===== config.mk =====
export PLATFORM = sky130hd
export DESIGN_NAME = bounce_gen_flat
export DESIGN_NICKNAME = d
export VERILOG_FILES = /design/src/rtl/bounce_gen_if.sv /design/src/rtl/bounce_gen.sv /design/src/flat_wrapper.sv
export SDC_FILE = /design/constraint.sdc
export NUM_CORES = 1
export LEC_CHECK = 0
export BUFFER_PORTS_ARGS = -buffer_cell sky130_fd_sc_hd__clkbuf_2
export CAP_MARGIN = 20
export CORE_UTILIZATION = 30
export CTS_CLUSTER_SIZE = 24
export DETAILED_ROUTE_END_ITERATION = 10
export PLACE_DENSITY = 0.48
export SYNTH_ARGS = -nofsm -noshare
export SYNTH_HDL_FRONTEND = slang
export SYNTH_SLANG_ARGS = --single-unit

===== constraint.sdc =====
create_clock -name clk -period 7 [get_ports clk]
set_clock_uncertainty 0.05 [all_clocks]
set_input_delay 1.4 -clock clk [delete_from_list [all_inputs] [get_ports clk]]
set_output_delay 1.4 -clock clk [all_outputs]
set_load 0.05 [all_outputs]

===== src/rtl/bounce_gen_if.sv =====
// Request/status bundle between a bounce_gen and whatever drives it.
// The master issues go/target; the slave (bounce_gen) returns the emulated switch and status.
interface bounce_gen_if;
  logic       go;
  logic       target;
  logic       sw;
  logic       busy;
  logic       done_tick;
  logic [7:0] edge_cnt;

  modport master (output go, output target,
                  input  sw, input busy, input done_tick, input edge_cnt);
  modport slave  (input  go, input target,
                  output sw, output busy, output done_tick, output edge_cnt);
endinterface


===== src/rtl/bounce_gen.sv =====
// Synthetic contact-bounce generator: each accepted request moves sw to a new level
// through an LFSR-timed burst of glitches, then holds it through a settle interval.
module bounce_gen #(
  parameter int unsigned BOUNCE_LEN = 1000,
  parameter int unsigned SETTLE_LEN = 500,
  parameter logic [15:0] SEED       = 16'hACE1
) (
  input  logic         clk,
  input  logic         reset,
  bounce_gen_if.slave  bus
);

  localparam int unsigned CW    = 16;
  localparam int unsigned EW    = 8;
  localparam int unsigned SEGW  = 4;
  localparam logic [CW-1:0] WIN_LOAD    = CW'(BOUNCE_LEN - 1);
  localparam logic [CW-1:0] SETTLE_LOAD = CW'(SETTLE_LEN - 1);

  typedef enum logic [1:0] {ST_IDLE, ST_BOUNCE, ST_SETTLE} state_t;

  state_t          state_q;
  logic [15:0]     lfsr_q;
  logic [15:0]     lfsr_d;
  logic [CW-1:0]   win_q;
  logic [CW-1:0]   settle_q;
  logic [SEGW-1:0] seg_q;
  logic            sw_q;
  logic            tgt_q;
  logic            busy_q;
  logic            done_q;
  logic [EW-1:0]   edge_q;
  logic [EW-1:0]   edge_d;

  // Free-running Fibonacci LFSR, taps 15/13/12/10, shifting left
  assign lfsr_d = {lfsr_q[14:0], lfsr_q[15] ^ lfsr_q[13] ^ lfsr_q[12] ^ lfsr_q[10]};

  // Saturating transition count, used wherever a toggle is recorded
  assign edge_d = (edge_q == {EW{1'b1}}) ? edge_q : edge_q + EW'(1);

  always_ff @(posedge clk or posedge reset) begin
    if (reset) begin
      state_q  <= ST_IDLE;
      lfsr_q   <= SEED;
      win_q    <= '0;
      settle_q <= '0;
      seg_q    <= '0;
      sw_q     <= 1'b0;
      tgt_q    <= 1'b0;
      busy_q   <= 1'b0;
      done_q   <= 1'b0;
      edge_q   <= '0;
    end else begin
      lfsr_q <= lfsr_d;
      done_q <= 1'b0;
      case (state_q)
        ST_IDLE: begin
          if (bus.go && (bus.target != sw_q)) begin
            edge_q  <= '0;
            tgt_q   <= bus.target;
            win_q   <= WIN_LOAD;
            seg_q   <= lfsr_q[SEGW-1:0];
            busy_q  <= 1'b1;
            state_q <= ST_BOUNCE;
          end
        end
        ST_BOUNCE: begin
          // Window expiry wins over a coincident segment expiry
          if (win_q == '0) begin
            sw_q     <= tgt_q;
            if (sw_q != tgt_q) edge_q <= edge_d;
            settle_q <= SETTLE_LOAD;
            state_q  <= ST_SETTLE;
          end else begin
            win_q <= win_q - CW'(1);
            if (seg_q == '0) begin
              sw_q   <= ~sw_q;
              edge_q <= edge_d;
              seg_q  <= lfsr_q[SEGW-1:0];
            end else begin
              seg_q <= seg_q - SEGW'(1);
            end
          end
        end
        ST_SETTLE: begin
          if (settle_q == '0) begin
            done_q  <= 1'b1;
            busy_q  <= 1'b0;
            state_q <= ST_IDLE;
          end else begin
            settle_q <= settle_q - CW'(1);
          end
        end
        default: state_q <= ST_IDLE;
      endcase
    end
  end

  assign bus.sw        = sw_q;
  assign bus.busy      = busy_q;
  assign bus.done_tick = done_q;
  assign bus.edge_cnt  = edge_q;

endmodule


===== src/flat_wrapper.sv =====
// flat-port wrapper written by rule: the top's interface ports become plain ports
module bounce_gen_flat 
#(
  parameter int unsigned BOUNCE_LEN = 1000,
  parameter int unsigned SETTLE_LEN = 500,
  parameter logic [15:0] SEED       = 16'hACE1
)
  (clk, reset, bus_go, bus_target, bus_sw, bus_busy, bus_done_tick, bus_edge_cnt);
  bounce_gen_if bus_i ();
  input  logic clk;
  input  logic reset;
  input wire logic [$bits(bus_i.go)-1:0] bus_go;
  input wire logic [$bits(bus_i.target)-1:0] bus_target;
  output wire logic [$bits(bus_i.sw)-1:0] bus_sw;
  output wire logic [$bits(bus_i.busy)-1:0] bus_busy;
  output wire logic [$bits(bus_i.done_tick)-1:0] bus_done_tick;
  output wire logic [$bits(bus_i.edge_cnt)-1:0] bus_edge_cnt;
  assign bus_i.go = bus_go;
  assign bus_i.target = bus_target;
  assign bus_sw = bus_i.sw;
  assign bus_busy = bus_i.busy;
  assign bus_done_tick = bus_i.done_tick;
  assign bus_edge_cnt = bus_i.edge_cnt;
  bounce_gen #(.BOUNCE_LEN(BOUNCE_LEN), .SETTLE_LEN(SETTLE_LEN), .SEED(SEED)) u_core (.clk(clk), .reset(reset), .bus(bus_i));
endmodule

==> metrics.yaml, run 1 <==
status: "finished clean"
grt_util_met3: 0.0282
post-route-period-util: 0.436
slew_headroom: 0.361
globalplace.congestion: 0.755
critPathLaunchType: "flip-flop"
vdd_drop_max_uv: 138
cp_data_arrival_time_ns: 3.25
min_to: "u_core.lfsr_q[15]"
cts.sinks: 66
drtAntennaViolNets: 0
min_from: "u_core.lfsr_q[14]"
clk_pin_slew_worst_paths_ns: 0.06
async_flop_share: 1.00
fmax_ghz: 0.328
fin_tns_setup_ns: 0
grt_max_degree: 67
synth-seq-area-share: 0.473
cts_root_buffer: "clkbuf_16"
fp-row-count: 39
synthToLayoutAreaGrowth_pct: 14.9
wirelength_mm: 8.06
num_antenna_cells: 0
grt_use_met2: 0.220
powerDensity_nw_per_um2: 332
start_util: 0.308
ys.flop_type: "dfrtp_1"
fp.dieArea_sq_um: 12200
ff2ff_path_depth: 7
startpoint: "u_core.state_q[1]"
crit_required_ns: 7.20
drtIter0Drc: 218
cts_resized: 0
period_needed_ns: 3.05
maxSlewViolCount: 0
r2r_start: "u_core.state_q[1]"
dp_hpwl_mm: 5.38
maxCapViolations: 0
synthCells: 359
whs_path_depth: 0
worstMarginPinSlew_ns: 0.951
die_w_um: 110
reg2reg_to: "u_core.win_q[11]"
cts_hold_buf: 0
groute.usage.overall: 0.143
hold_viol: 0
antenna_found_initial: 0
synth_top_area_share: 0.413
drt-pass1-iter-count: 4
drc: 0
via_per_inst: 5.46
drive_above_1_share: 0.171
routedWlPerCell_um: 15.6
syn-num-nets: 370
io_pins: 15
ff2ff_setup_slack_ns: 3.95
synthTopCellsByArea: "dfrtp_1 41%, dfstp_2 6.0%, nor2_1 3.4%"
grt-busiest-layer: "met2"
overflow: 0
yosysMostFrequentCell: "dfrtp_1"
grtUsageMet1: 0.190
yosysTopAreaCell: "dfrtp_1"
synth-edff-count: 0
die_h_um: 110
fin_util: 0.354
cts_tree: "yes"
whs_ns: 0.298
htreeDepth: 3
synth_cell_types: 68
ys_ff_latch: 66
fin_nets: 381
grt_pass1_wl_mm: 13.2
p_leak_nw: 1.67
insertion_delay_ns: 0.33
grt_pass1_vias: 2615
crit_type: "flip-flop to flip-flop"
core_area_sq_um: 11400
grt_setup_unrepaired: "false"
synth_warnings: 0
cts_buffer_depth: 2
post_cts_buffers: 0
synth_common_cells: "58 x dfrtp_1, 32 x nor2_1, 21 x nand2_1, 21 x nand3_1, 20 x inv_1"
numCtsBuffers: 9
crit_fanout: 22
syn_area_per_cell_sq_um: 9.79
endpoint_kind: "flip-flop"
vias: 2827
hp-class: "flip-flop to flip-flop"
syn_area_sq_um: 3510
numPortBuffers: 14
setup_viol: 0
[area by class of cell]
cell class | instances | area (sq um)
fill | 1178 | 7380
multi-input combinational | 257 | 1700
sequential | 66 | 1660
clock buffer | 12 | 267
tap | 143 | 179
timing repair buffer | 16 | 85.1
inverter | 20 | 75.1
clock inverter | 4 | 72.6
[worst max-delay path by stage]
stage / endpoint / slack (ns) / cells after the start
after detailed placement: u_core.win_q[11] / 3.78 / 6
final: u_core.win_q[11] / 3.95 / 7
after global placement: u_core.win_q[11] / 3.81 / 6
after CTS: u_core.win_q[11] / 3.89 / 7
after global routing: u_core.win_q[11] / 3.65 / 7
after floorplan: u_core.bus.busy / 3.91 / 1
[power by group]
part	switching (mW)	total, mW	internal (mW)	leakage [nW]
sequential	0.0441	0.462	0.418	0.800
clock	0.163	0.503	0.340	0.165
combinational	0.259	0.376	0.117	0.707
[routing by layer]
| layer | part of all wire | up-vias |
|---|---|---|
| li1 | - | 1386 |
| met1 | 0.49 | 1387 |
| met2 | 0.46 | 44 |
| met3 | 0.029 | 10 |
| met4 | 0.017 | 0 |
| met5 | 0 | - |
[placed cells by master (no fill, tap or decap), types with 3 or more instances in the layout]
cell type	instances
dfrtp_1	58
nor2_1	32
nand3_1	21
nand2_1	21
inv_1	19
clkbuf_2	14
nor3_1	13
a21oi_1	11
o21ai_0	10
nand4_1	10
or3_1	9
a31oi_1	9
a22o_1	9
clkbuf_16	9
o41ai_1	8
dfstp_2	8
and3_1	7
ha_1	7
o31ai_1	5
xor2_1	5
o22ai_1	5
nor4_1	5
or2_2	5
o211ai_1	5
xnor2_1	4
a211oi_1	4
mux2i_1	3
and4_1	3
clkbuf_8	3
[flip-flops by register name, summed over array words and instances, names as in the netlist, 2 cells and up]
signal and cells:
u_core.lfsr_q 16, u_core.bus.edge_cnt 8, u_core.seg_q 4, u_core.settle_q 16, u_core.state_q 2, u_core.win_q 16
[logic make-up after synthesis]
family,count (synthesis),share of synthesized area
AOI/OAI and AO/OA,93,0.197
xor gates and xnor gates,9,0.0224
buffers and inverters,36,0.0438
muxes,5,0.0160
adders and majority gates,7,0.0249
DFF,66,0.473
and+or+nand+nor,143,0.223
[critical path, cell delays in order (launching register included)]
cell and delay [ns]:
dfrtp_1 0.39, inv_1 0.08, ha_1 0.63, inv_1 0.33, o22ai_2 0.38, o31ai_2 0.28, or4_2 0.65, a21oi_1 0.16
[metrics by stage]
stage | setup slack [ns] | power (mW) | instance area, sq um | cells
floorplan | 3.91 | 0.767 | 3510 | 359
global placement | 3.81 | 0.847 | 3700 | 502
detailed placement | 3.78 | 0.849 | 3700 | 502
CTS | 3.89 | 1.36 | 4040 | 518
global route | 3.65 | 1.42 | 4040 | 518
finish | 3.95 | 1.34 | 4040 | 518
Power figures use the tool's default switching activity.
==> inputs of run 2 (changes only) <==
- PLACE_DENSITY: 0.48 -> 0.49
- clock period: 7 -> 2.75 ns (I/O delays scaled with it)
==> run 2 against run 1 <==
Against the previous run: sequential share of layout area shrank 0.55 points; worst hold slack lost 0.12 ns; wire length grew 0.42%; largest cell class unchanged; global-route usage grew 0.52 points; register-to-register slack lost 3.7 ns; clock power grew 120%; setup slack lost 3.7 ns; sequential power grew to 2.6 times the previous value; highest routed layer unchanged; largest power group is now registers; fmax grew 24%.
==> metrics.yaml, run 2 (synthesized netlist as in run 1, its figures left out) <==
num_antenna_cells: 0  # unchanged
fp-row-count: 39  # unchanged
p_leak_nw: 1.71  # +2.6%
startpoint: "u_core.win_q[0]"
crit_fanout: 9  # -59%
ff2ff_path_depth: 7  # unchanged
core_area_sq_um: 11400  # unchanged
vdd_drop_max_uv: 440  # +220%
reg2reg_to: "u_core.bus.edge_cnt[0]"
pre_cts_slack_ns: 0.305  # -3.48 ns
fin_area_sq_um: 4090  # +1.4%
powerDensity_nw_per_um2: 814  # +150%
drc: 0  # unchanged
via_per_inst: 5.47  # +0.31%
fillCellCount: 1123  # -4.7%
hold_viol: 0  # unchanged
fin_nets: 393  # +3.1%
seq_power_share: 0.353  # +0.008
hp-class: "input pin to async pin"
ff2ff_setup_slack_ns: 0.30  # -3.65 ns
seq_area_sq_um: 1660  # unchanged
cts_root_buffer: "clkbuf_16"
numPortBuffers: 14  # unchanged
overflow: 0  # unchanged
grt_pass1_wl_mm: 13.7  # +4.1%
drtIter0Drc: 162  # -26%
start_util: 0.308  # unchanged
switching_share: 0.357  # +0.00909
multi_input_area_sq_um: 1700  # +0.29%
top_regs: "u_core.lfsr_q: 16 flops, u_core.settle_q: 16 flops, u_core.win_q: 16 flops"
fmax_ghz: 0.408  # +24%
crit_required_ns: 2.91  # -4.29 ns
cts_resized: 0  # unchanged
setup_viol: 0  # unchanged
maxCapViolations: 0  # unchanged
vias: 2896  # +2.4%
slew_headroom: 0.631  # +0.269
cp_data_arrival_time_ns: 2.61  # -0.64 ns
die_w_um: 110  # unchanged
cts.sinks: 66  # unchanged
wirelength_mm: 8.09  # +0.42%
final_cells: 529  # +2.1%
grt_setup_unrepaired: "false"
post-route-period-util: 0.891  # +0.456
period_needed_ns: 2.45  # -0.599 ns
drive_above_1_share: 0.192  # +0.0210
drt-pass1-iter-count: 4  # unchanged
final_common_cell: "dfrtp_1"
clk_pin_slew_worst_paths_ns: 0.05  # about the same
globalplace.congestion: 0.757  # +0.30%
groute.usage.overall: 0.149  # +0.00515
fin_ws_ns: 0.299  # -3.65 ns
grt_pass1_vias: 2693  # +3.0%
worstMarginPinSlew_ns: 0.540  # -0.411 ns
whs_ns: 0.174  # -0.124 ns
critPathLaunchType: "flip-flop"
final_cell_mix: "58 x dfrtp_1, 32 x nor2_1, 21 x nand2_1"
p_clk_frac: 0.335  # -0.040
r2r_start: "u_core.win_q[0]"
status: "finished clean"
maxSlewViolCount: 0  # unchanged
cts_hold_buf: 0  # unchanged
drtAntennaViolNets: 0  # unchanged
dp_hpwl_mm: 5.55  # +3.3%
crit_path_end: "u_core.bus.edge_cnt[0]"
io_pins: 15  # unchanged
numCtsBuffers: 9  # unchanged
combPwrFrac: 0.313  # +0.033
die_h_um: 110  # unchanged
insertion_delay_ns: 0.33  # about the same
crit_type: "flip-flop to flip-flop"
fin_tns_setup_ns: 0  # unchanged
htreeDepth: 3  # unchanged
grt_max_degree: 29  # -57%
p_int_mw: 2.14  # +150%
cts_buffer_depth: 2  # unchanged
endpoint_kind: "flip-flop"
synthToLayoutAreaGrowth_pct: 16.5
fp.dieArea_sq_um: 12200  # unchanged
routedWlPerCell_um: 15.3  # -1.7%
netSwitchingPower_mw: 1.19  # +160%
post_cts_buffers: 0  # unchanged
dp.cells: 514  # +2.4%
antenna_found_initial: 0  # unchanged
placed_area_sq_um: 3800  # +2.8%
cts_tree: "yes"
run 2: cell count changes in the layout (fill, tap and decap cells not counted):
cell,previous run,this run
clkinv_2,1,2
clkbuf_1,0,2
buf_12,0,1
clkbuf_8,3,1
nand3_2,0,1
clkinvlp_4,1,0
buf_4,2,13
nand3_1,21,20
bufinv_16,2,1
run 2: worst min path at each step:
stage | startpoint | end | cells past startpoint
5_1_grt | reset | u_core.settle_q[10] | 2
2_1_floorplan | u_core.lfsr_q[8] | u_core.lfsr_q[9] | 0
6_report | reset | u_core.settle_q[9] | 2
4_1_cts | reset | u_core.settle_q[9] | 2
3_5_place_dp | u_core.lfsr_q[4] | u_core.lfsr_q[5] | 0
3_3_place_gp | u_core.lfsr_q[4] | u_core.lfsr_q[5] | 0
run 2: power groups by stage:
stage / logic, mW / registers, mW / clock network [mW]
after CTS: 1.05 / 1.17 / 1.15
after global routing: 1.16 / 1.19 / 1.20
after floorplan: 0.731 / 1.22 / 0
final: 1.04 / 1.18 / 1.12
after detailed placement: 1.04 / 1.19 / 0
after global placement: 1.04 / 1.19 / 0
run 2: layout make-up:
cell class              instances  area share
repair buffers                 28      0.0458
clock buffers                  12      0.0602
multi-input cells             257       0.416
flip-flops and latches         66       0.406
clock inverters                 3     0.00978
well taps                     143      0.0437
inverters                      20      0.0183
run 2: layer usage:
layer,up-vias,routed length (um),share of wire,GRT usage
met5,-,0,0,0
met4,0,99,0.012,0.0310
met3,12,263,0.033,0.0517
met2,44,3650,0.45,0.229
met1,1427,4080,0.50,0.201
li1,1413,-,-,-
run 2: stage by stage:
step | util | power [mW]
after floorplan | - | 1.95
after global placement | 0.333 | 2.22
after detailed placement | 0.333 | 2.23
after CTS | 0.358 | 3.37
after global routing | 0.359 | 3.55
final | 0.359 | 3.33
run 2: worst max-delay path, cell delays in order (launching register included):
cell,delay [ns]
dfrtp_1,0.43
inv_1,0.10
ha_1,0.19
nor3b_2,0.35
and3_1,0.38
a21oi_2,0.19
or2_1,0.36
mux2_4,0.28
